## src/rtl/top_mul.sv

```systemverilog
// top_mul: two-stage pipelined unsigned multiplier with optional dropping of
// the TRUNC least-significant partial-product columns.
// Stage 1 registers the operands. The partial products of the registered
// operands are reduced by a carry-save array, and a final carry-propagate add
// feeds the stage-2 product register P.
module top_mul #(
  parameter int width1   = 8,
  parameter int width2   = 8,
  parameter int outwidth = 16,
  parameter int TRUNC    = 0
) (
  input  logic                clk,
  input  logic                rst,
  input  logic [width1-1:0]   IN1,
  input  logic [width2-1:0]   IN2,
  output logic [outwidth-1:0] P
);

  // Full product width; every partial-product column fits in it.
  localparam int FW = width1 + width2;

  logic [width1-1:0]   a_q;
  logic [width2-1:0]   b_q;
  logic [FW-1:0]       row;
  logic [FW-1:0]       s_n;
  logic [FW-1:0]       c_n;
  logic [FW-1:0]       sum_v;
  logic [FW-1:0]       carry_v;
  logic [FW-1:0]       prod_full;
  logic [outwidth-1:0] p_d;
  logic [outwidth-1:0] p_q;

  // Stage 1: capture the operands, cleared by synchronous reset.
  always_ff @(posedge clk) begin
    // NOTE: state is updated with non-blocking assignments so every flop samples pre-edge values.
    if (rst) begin
      a_q <= '0;
      b_q <= '0;
    end else begin
      a_q <= IN1;
      b_q <= IN2;
    end
  end

  // Carry-save reduction of the kept partial products, one row per IN2 bit.
  always_comb begin
    // NOTE: every variable gets a default first, so no path leaves it unassigned and no latch is inferred.
    sum_v   = '0;
    carry_v = '0;
    row     = '0;
    s_n     = '0;
    c_n     = '0;
    for (int j = 0; j < width2; j++) begin
      row = '0;
      for (int i = 0; i < width1; i++) begin
        // Columns below TRUNC are dropped entirely; they never generate carries.
        if (i + j >= TRUNC) begin
          row[i+j] = a_q[i] & b_q[j];
        end
      end
      // 3:2 compression of (sum, carry, new row) keeps the carries unresolved.
      s_n     = sum_v ^ carry_v ^ row;
      c_n     = ((sum_v & carry_v) | (sum_v & row) | (carry_v & row)) << 1;
      sum_v   = s_n;
      carry_v = c_n;
    end
  end

  // Final carry-propagate add; the product always fits in FW bits.
  assign prod_full = sum_v + carry_v;

  // Fit the full product to the output width: keep low bits or zero-extend.
  generate
    if (outwidth <= FW) begin : g_narrow
      assign p_d = prod_full[outwidth-1:0];
    end else begin : g_wide
      assign p_d = {{(outwidth - FW){1'b0}}, prod_full};
    end
  endgenerate

  // Stage 2: registered product, cleared by synchronous reset.
  always_ff @(posedge clk) begin
    // NOTE: only real pipeline flops are reset; there is no memory array to clear here.
    if (rst) begin
      p_q <= '0;
    end else begin
      p_q <= p_d;
    end
  end

  assign P = p_q;

endmodule

```

## config.mk

```make
export PLATFORM = sky130hd
export DESIGN_NAME = top_mul
export DESIGN_NICKNAME = d
export VERILOG_FILES = /design/src/rtl/top_mul.sv
export SDC_FILE = /design/constraint.sdc
export NUM_CORES = 1
export LEC_CHECK = 0
export ABC_CLOCK_PERIOD_IN_PS = 5400
export CORE_MARGIN = 3
export CORE_UTILIZATION = 55
export CTS_CLUSTER_SIZE = 30
export DETAILED_ROUTE_END_ITERATION = 8
export GPL_TIMING_DRIVEN = 0
export PLACE_DENSITY = 0.9
export SKIP_LAST_GASP = 1
export SLEW_MARGIN = 10
export SYNTH_ARGS = -nofsm -noshare
export SYNTH_HDL_FRONTEND = slang
export SYNTH_SLANG_ARGS = --single-unit
```

## constraint.sdc

```tcl
create_clock -name clk -period 5.4 [get_ports clk]
set_input_delay 1.08 -clock clk [delete_from_list [all_inputs] [get_ports clk]]
set_output_delay 1.08 -clock clk [all_outputs]
set_load 0.02 [all_outputs]
```

Word level (Yosys, flattened, before mapping)
Cells that the tools add are included.
{ "totals": {"regBits": 32, "inputBits": 18, "output_inout_bits": 16, "word_cells": 112} }
{ "classes": {"n_addsub": 1, "n_bitwise": 108} }
{ "op_table": {"columns": ["operator", "n"], "rows": [
  ["AND 1 bit", 64],
  ["AND 15 bit", 3],
  ["bitwise OR 15 bit", 2],
  ["AND 13 x 14 -> 14 bit", 2],
  ["bitwise OR 14 bit", 2],
  ["AND 12 x 13 -> 13 bit", 2],
  ["bitwise OR 13 bit", 2],
  ["AND 11 x 12 -> 12 bit", 2],
  ["bitwise OR 12 bit", 2],
  ["AND 10 x 11 -> 11 bit", 2],
  ["bitwise OR 11 bit", 2],
  ["AND 9 x 10 -> 10 bit", 2],
  ["bitwise OR 10 bit", 2],
  ["adder 16 bit", 1],
  ["XOR 16 x 15 -> 16 bit", 1],
  ["XOR 16 bit", 1],
  ["AND 14 bit", 1],
  ["XOR 13 x 14 -> 14 bit", 1],
  ["XOR 14 bit", 1],
  ["AND 13 bit", 1],
  ["XOR 12 x 13 -> 13 bit", 1],
  ["XOR 13 bit", 1],
  ["AND 12 bit", 1],
  ["XOR 11 x 12 -> 12 bit", 1],
  ["other kinds (9)", 9]
]} }

Longest topological paths before layout
Gate-level depths: netlist of run 1.
{ "logic_depth": {"depth_word": 21, "ltp_mapped": 18, "depth_no_buf": 17} }

Worst setup path after synthesis of run 1
Ideal clock, no wire load.
{ "synth_timing": {"path_kind": "reg-to-reg", "from": "register a_q[6]", "to": "register p_q[14], in the netlist P[14]", "t_arrival_ns": 4.872, "required_ns": 5.338, "path_slack_ns": 0.466, "path_stages_with_launch": 18, "n_path_buf": 0, "synth_period_minus_slack_ns": 4.934, "cell_sequence": "dfxtp_1 and2_1 ha_1 inv_1 fa_1 fa_1 fa_1 fa_1 fa_1 fa_1 inv_1 ha_1 inv_1 fa_1 nor2b_4 o31a_1 or4_1 nand3_1"} }
{ "synth_via": {"elab_chain_len": 21, "elab_cells_between_ends": 53} }
{ "synth_rtl": {"columns": ["element", "line", "rtl"], "rows": [
  ["start, declared", "22", "logic [width1-1:0] a_q;"],
  ["start signal, assigned", "37", "a_q <= '0;"],
  ["start signal, assigned", "40", "a_q <= IN1;"],
  ["AND 1 bit", "58", "row[i+j] = a_q[i] & b_q[j];"],
  ["XOR 8 x 9 -> 9 bit or AND 8 x 9 -> 9 bit (tied branches)", "62, 63", null],
  ["AND 9 x 10 -> 10 bit", "63", "c_n = ((sum_v & carry_v) | (sum_v & row) | (carry_v & row)) << 1;"],
  ["bitwise OR 10 bit (2 in series)", "63", null],
  ["AND 10 x 11 -> 11 bit", "63", null],
  ["bitwise OR 11 bit (2 in series)", "63", null],
  ["AND 11 x 12 -> 12 bit", "63", null],
  ["bitwise OR 12 bit (2 in series)", "63", null],
  ["AND 12 x 13 -> 13 bit", "63", null],
  ["bitwise OR 13 bit (2 in series)", "63", null],
  ["AND 13 x 14 -> 14 bit", "63", null],
  ["bitwise OR 14 bit (2 in series)", "63", null],
  ["AND 15 bit", "63", null],
  ["bitwise OR 15 bit (2 in series)", "63", null],
  ["adder 16 bit *", "70", "assign prod_full = sum_v + carry_v;"],
  ["end signal, assigned", "87", "p_q <= p_d;"],
  ["end, declared", "31", "logic [outwidth-1:0] p_q;"]
]} }
Every way passes the cells marked *; elsewhere a longest branch is shown, timed or not.
A chain may end at the register's enable or synchronous reset.

Worst setup path after layout of run 1
{ "layout_timing": {"from": "register b_q[0]", "to": "register p_q[14], in the netlist P[14]"} }
{ "layout_via": {"elab_chain_len": 21, "elab_cells_between_ends": 53} }
{ "layout_rtl": {"columns": ["element", "line", "rtl"], "rows": [
  ["start, declared", "23", "logic [width2-1:0] b_q;"],
  ["start signal, assigned", "38", "b_q <= '0;"],
  ["start signal, assigned", "41", "b_q <= IN2;"],
  ["AND 1 bit", "58", null],
  ["XOR 8 x 9 -> 9 bit or AND 8 x 9 -> 9 bit (tied branches)", "62, 63", null],
  ["AND 9 x 10 -> 10 bit", "63", null],
  ["bitwise OR 10 bit (2 in series)", "63", null],
  ["AND 10 x 11 -> 11 bit", "63", null],
  ["bitwise OR 11 bit (2 in series)", "63", null],
  ["AND 11 x 12 -> 12 bit", "63", null],
  ["bitwise OR 12 bit (2 in series)", "63", null],
  ["AND 12 x 13 -> 13 bit", "63", null],
  ["bitwise OR 13 bit (2 in series)", "63", null],
  ["AND 13 x 14 -> 14 bit", "63", null],
  ["bitwise OR 14 bit (2 in series)", "63", null],
  ["AND 15 bit", "63", null],
  ["bitwise OR 15 bit (2 in series)", "63", null],
  ["adder 16 bit *", "70", null]
]} }
Marked as above.

==> impl_metrics.csv, run 1 <==
group,metric,value,unit
global_route,grt_start_max_net_pins,11,
clock_tree,cts_tree,"yes",
sta,finalClockSkew,0.0120,ns
routing,num_vias,1784,
worst_setup_path,reg2reg_slack,0.21,ns
floorplanning,ios,34,
routing,met1_length,1760,um
clock_tree,clockRootBuffer,"clkbuf_8",
flow_run,maxCapViolations,0,
layout,stdcell_area,0.00292,sq mm
worst_setup_path,r2r_end,"P[14]",
power_and_ir_drop,p_leak,0.00104,uW
clock_tree,cts-buffers-inserted,5,
routing,routed-wl-met2,2370,um
layout,final_layout_size_suffix_gt1_share,6.34,%
floorplanning,die_w,72.5,um
worst_setup_path,crit_path_end_kind,"register",
worst_setup_path,r2r_start,"b_q[0]",
synthesis,ys_warn_count,0,
sta,slew_headroom,65.7,%
hold_path,hold_path.startpoint,"b_q[0]",
clock_tree,hold_buffers,0,
clock_tree,clock_latency,0.29,ns
sta,min_period,5.19,ns
global_route,grt_pass1_wl,7850,um
clock_tree,cts.path.max_buffers,2,
hold_path,whs_endpoint,"P[0]",
synthesis,syn-num-nets,320,
routing,wl_per_cell,13.5,um
sta,maxSlewViolCount,0,
worst_setup_path,critPathRequiredTime,5.63,ns
placement,dpl_cell_area,0.00282,sq mm
routing,via_per_inst,5.34,
synthesis,synth.distinct_cells,24,
floorplanning,core,0.00414,sq mm
power_and_ir_drop,power.density,205,mW/mm^2
worst_setup_path,cp-start-kind,"register",
layout,final_cell_mix,"nand2_1, fa_1, clkdlybuf4s50_1",
clock_tree,htreeDepth,2,
sta,finalSetupViolations,0,
sta,post-route-period-util,96.2,%
layout,layout_commonest_cell,"nand2_1",
sta,layout_setup_ws,0.207,ns
layout,layout.nets,358,
placement,gp_congestion,0.832,
synthesis,avgSynthCellArea,9.93,sq um
routing,met3_length,310,um
power_and_ir_drop,power,598,uW
worst_setup_path,worst_ep_arrival_time,5.43,ns
sta,finalSetupTns,0,ns
clock_tree,postCtsSetupRepairBufs,0,
global_route,grt_util_all_layers,19.7,%
layout,fin_util,70.4,%
layout,antenna_cells,0,
worst_setup_path,reg2regPathDepth,17,
synthesis,synth-seq-area-share,26.3,%
synthesis,yosys-top-cells-area,"fa_1, dfxtp_1, nand2_1",
routing,first_pass_iters,4,
placement,io_buffers,32,
routing,top_layer_used,"met4",
floorplanning,dieArea,0.00526,sq mm
routing,route.detailed.drc,0,
routing,postRouteAntennaNets,0,
placement,preCtsSetupSlack,0.157,ns
hold_path,min_path_cells,2,
layout,area.growth.synth_to_final,19.8,%
synthesis,synthCells,245,
floorplanning,initial_core_util,58.7,%
sta,hold_viol_final,0,
clock_tree,clkTransAtPathRegs,0.07,ns
synthesis,ys_seq_elements,32,
sta,rsz0062_at_grt,"false",
global_route,gr-total-overflow,0,
worst_setup_path,cp_max_fo,8,
power_and_ir_drop,peakVddDrop,0.195,mV
clock_tree,cts_sinks,32,
global_route,grt_antenna_before_repair,0,
sta,max_freq,193,MHz
placement,dp_hpwl,3620,um
hold_path,hp-class,"reg -> reg",
floorplanning,rows,23,
global_route,first_global_vias,1822,
worst_setup_path,path_class,"reg -> reg",
synthesis,synth_area,0.00243,sq mm
floorplanning,fp.dieH,72.5,um
synthesis,netlist.area_leader.share,35.4,%
routing,drt_iter0_markers,62,
clock_tree,postCtsResizedCells,0,
sta,worst_pin_slew,0.515,ns
synthesis,yosysTopAreaCell,"fa_1",
outcome,status,"completed",
routing,routed_wirelength,4520,um
-- where the power goes --
group | internal, uW | leakage (uW) | switching, uW
clock | 104 | 0.0000455 | 86.7
sequential | 254 | 0.000266 | 12.8
combinational | 70.6 | 0.000725 | 70.3
total | 428 | 0.00104 | 170
-- critical path, stage by stage, from the launching register on --
cell     delay [ns]
dfxtp_2        0.36
and2_1         0.17
ha_1           0.26
inv_1          0.05
fa_1           0.40
fa_1           0.54
fa_1           0.44
fa_1           0.52
fa_1           0.43
fa_1           0.49
inv_1          0.04
ha_1           0.21
inv_1          0.08
fa_2           0.23
nor2b_4        0.05
o31a_1         0.28
or4_1          0.50
nand3_1        0.10
-- kinds of logic (layout without fill, tap and decap cells) --
group | count (synthesis) | in the layout | synth area share (%)
and+or+nand+nor | 107 | 107 | 21.8
adders and majority gates | 57 | 57 | 42.6
buffers and inverters | 35 | 74 | 5.40
DFF | 32 | 32 | 26.3
AOI/OAI and AO/OA | 14 | 14 | 3.91
-- per-stage QoR --
step	hold slack, ns	std cells
global placement	0.507	327
finish	0.494	334
CTS	0.541	335
detailed placement	0.535	327
global route	0.541	334
floorplan	0.454	245
-- synth_stat cells --
library cell	n
nand2_1	47
fa_1	43
dfxtp_1	32
inv_1	26
nor2b_1	18
and2_1	17
ha_1	14
nor2_1	14
clkbuf_1	8
o21ai_0	5
a211oi_1	4
nor3_1	3
nor3b_1	2
o21a_1	2
a21o_1	1
a221oi_1	1
and2b_2	1
buf_1	1
nand3_1	1
nor2b_4	1
nor4b_1	1
o31a_1	1
or2b_2	1
or4_1	1
-- final cells by class --
cell class / count / area, sq um
clock buffers: 8 / 90.1
well taps: 50 / 62.6
repair buffers: 32 / 320
flip-flops and latches: 32 / 649
multi-input cells: 178 / 1670
plain buffers: 8 / 30.0
fillers: 333 / 1230
inverters: 26 / 97.6
-- per-layer routing --
layer / GRT usage [%] / vias up
met5: 0 / -
met4: 8.40 / 0
met3: 4.85 / 9
met2: 34.0 / 62
met1: 23.4 / 886
li1: - / 827
-- state kept, by name, indices dropped and copies added, names as in the netlist --
name,flops
b_q,8
P,16
a_q,8
-- worst max-delay path by stage --
stage | from | end | slack, ns | cells past startpoint
final | b_q[0] | P[14] | 0.21 | 17
after global routing | b_q[0] | P[14] | 0.03 | 17
after CTS | a_q[4] | P[14] | 0.13 | 17
after detailed placement | a_q[7] | P[14] | 0.16 | 17
after global placement | a_q[5] | P[14] | 0.28 | 17
after floorplan | a_q[6] | P[14] | 0.47 | 17
Note: power is estimated with default switching activity, not from simulation.
==> run 2: changes to the inputs <==
- CAP_MARGIN: not set -> 20
- SETUP_SLACK_MARGIN: not set -> 0.1
==> impl_metrics.csv, run 2 (same netlist as run 1, synthesis figures left out) <==
group,metric,value,unit
sta,layout_setup_ws,0.215,ns
floorplanning,core,0.00414,sq mm
clock_tree,htreeDepth,2,
routing,drt_iter0_markers,64,
placement,io_buffers,32,
sta,maxSlewViolCount,0,
worst_setup_path,worst_ep_arrival_time,5.42,ns
power_and_ir_drop,p_leak,0.00108,uW
clock_tree,cts_sinks,32,
worst_setup_path,cp-start-kind,"register",
sta,rsz0062_at_grt,"true",
layout,final.fill_count,324,
placement,gp_congestion,0.832,
routing,wl_per_cell,13.8,um
global_route,first_global_vias,1822,
layout,area.growth.synth_to_final,23.4,%
floorplanning,initial_core_util,58.7,%
floorplanning,ios,34,
sta,post-route-period-util,96.0,%
routing,via_per_inst,5.30,
power_and_ir_drop,power,607,uW
worst_setup_path,crit_path_end_kind,"register",
floorplanning,fp.dieH,72.5,um
clock_tree,cts.path.max_buffers,2,
sta,worst_pin_slew,0.523,ns
worst_setup_path,critPathRequiredTime,5.64,ns
sta,slew_headroom,65.1,%
power_and_ir_drop,power.density,202,mW/mm^2
layout,layout_commonest_cell,"nand2_1",
sta,min_period,5.18,ns
clock_tree,cts_tree,"yes",
clock_tree,cts-buffers-inserted,5,
layout,final_cell_mix,"nand2_1, fa_1, clkdlybuf4s50_1",
outcome,status,"completed",
layout,antenna_cells,0,
placement,placedCellCount,327,
placement,preCtsSetupSlack,0.157,ns
routing,num_vias,1809,
global_route,gr-total-overflow,0,
global_route,grt_util_all_layers,19.7,%
routing,routed_wirelength,4700,um
clock_tree,hold_buffers,0,
global_route,grt_antenna_before_repair,0,
routing,postRouteAntennaNets,0,
placement,dp_hpwl,3620,um
layout,final_layout_size_suffix_gt1_share,11.7,%
floorplanning,die_w,72.5,um
worst_setup_path,cp_max_fo,5,
global_route,grt_start_max_net_pins,11,
clock_tree,clockRootBuffer,"clkbuf_8",
sta,finalSetupTns,0,ns
layout,largest_reg_flops,16,
clock_tree,clkTransAtPathRegs,0.07,ns
sta,max_freq,193,MHz
sta,hold_viol_final,0,
hold_path,hp-class,"reg -> reg",
layout,layout.nets,365,
power_and_ir_drop,peakVddDrop,0.195,mV
worst_setup_path,path_class,"reg -> reg",
floorplanning,rows,23,
sta,finalSetupViolations,0,
global_route,grt_pass1_wl,7850,um
sta,timing.hold.ws,0.602,ns
layout,stdcell_count,341,
sta,finalClockSkew,0.0121,ns
floorplanning,dieArea,0.00526,sq mm
flow_run,maxCapViolations,0,
routing,route.detailed.drc,0,
routing,first_pass_iters,4,
clock_tree,clock_latency,0.29,ns
==> run 2: what timing repair did <==
item | CTS | global route
setup buffers | 0 | 6
gates resized for setup | 0 | 24
setup endpoints to repair | 0 | 2
==> run 2: layout make-up <==
cell class | count | area [sq um] | area share, %
clock buffers | 8 | 90.1 | 3.00
multi-input cells | 178 | 1700 | 56.5
flip-flops and latches | 32 | 654 | 21.8
well taps | 50 | 62.6 | 2.08
repair buffers | 38 | 365 | 12.2
inverters | 26 | 97.6 | 3.25
plain buffers | 9 | 35.0 | 1.17
==> run 2: routing by layer <==
| layer | GRT usage, % | up-vias | share of wire, % |
|---|---|---|---|
| li1 | - | 836 | - |
| met1 | 23.4 | 902 | 39 |
| met2 | 34.0 | 60 | 53 |
| met4 | 8.40 | 0 | 2.0 |
| met5 | 0 | - | 0 |
| met3 | 4.85 | 11 | 6.1 |
==> run 2: critical path: stages, from the launching register on <==
cell     delay (ns)
dfxtp_4        0.35
and2_1         0.15
ha_1           0.28
inv_2          0.04
fa_2           0.54
fa_1           0.45
fa_2           0.56
fa_1           0.44
fa_2           0.39
fa_1           0.56
inv_2          0.05
ha_4           0.16
inv_2          0.05
fa_2           0.23
nor2b_4        0.05
o31a_1         0.31
or4_4          0.43
nand3_2        0.08
==> run 2: where the power goes <==
| group | internal, uW | switching (uW) |
|---|---|---|
| Sequential | 253 | 11.3 |
| Clock | 104 | 88.0 |
| Combinational | 75.1 | 75.7 |
==> run 2: stage by stage <==
stage | utilization (%) | cell area [sq um]
floorplan | - | 2430
global placement | 68.0 | 2820
detailed placement | 68.0 | 2820
CTS | 70.1 | 2910
global route | 72.5 | 3000
finish | 72.5 | 3000
==> run 2: path summary, 6_finish.rpt <==
path	depth (start not counted)	from	end	slack [ns]
worst max-delay path	17	b_q[0]	P[14]	0.22
worst min-delay path	3	b_q[0]	P[0]	0.60
worst max register to register	17	b_q[0]	P[14]	0.22
worst min register to register	3	b_q[0]	P[0]	0.60
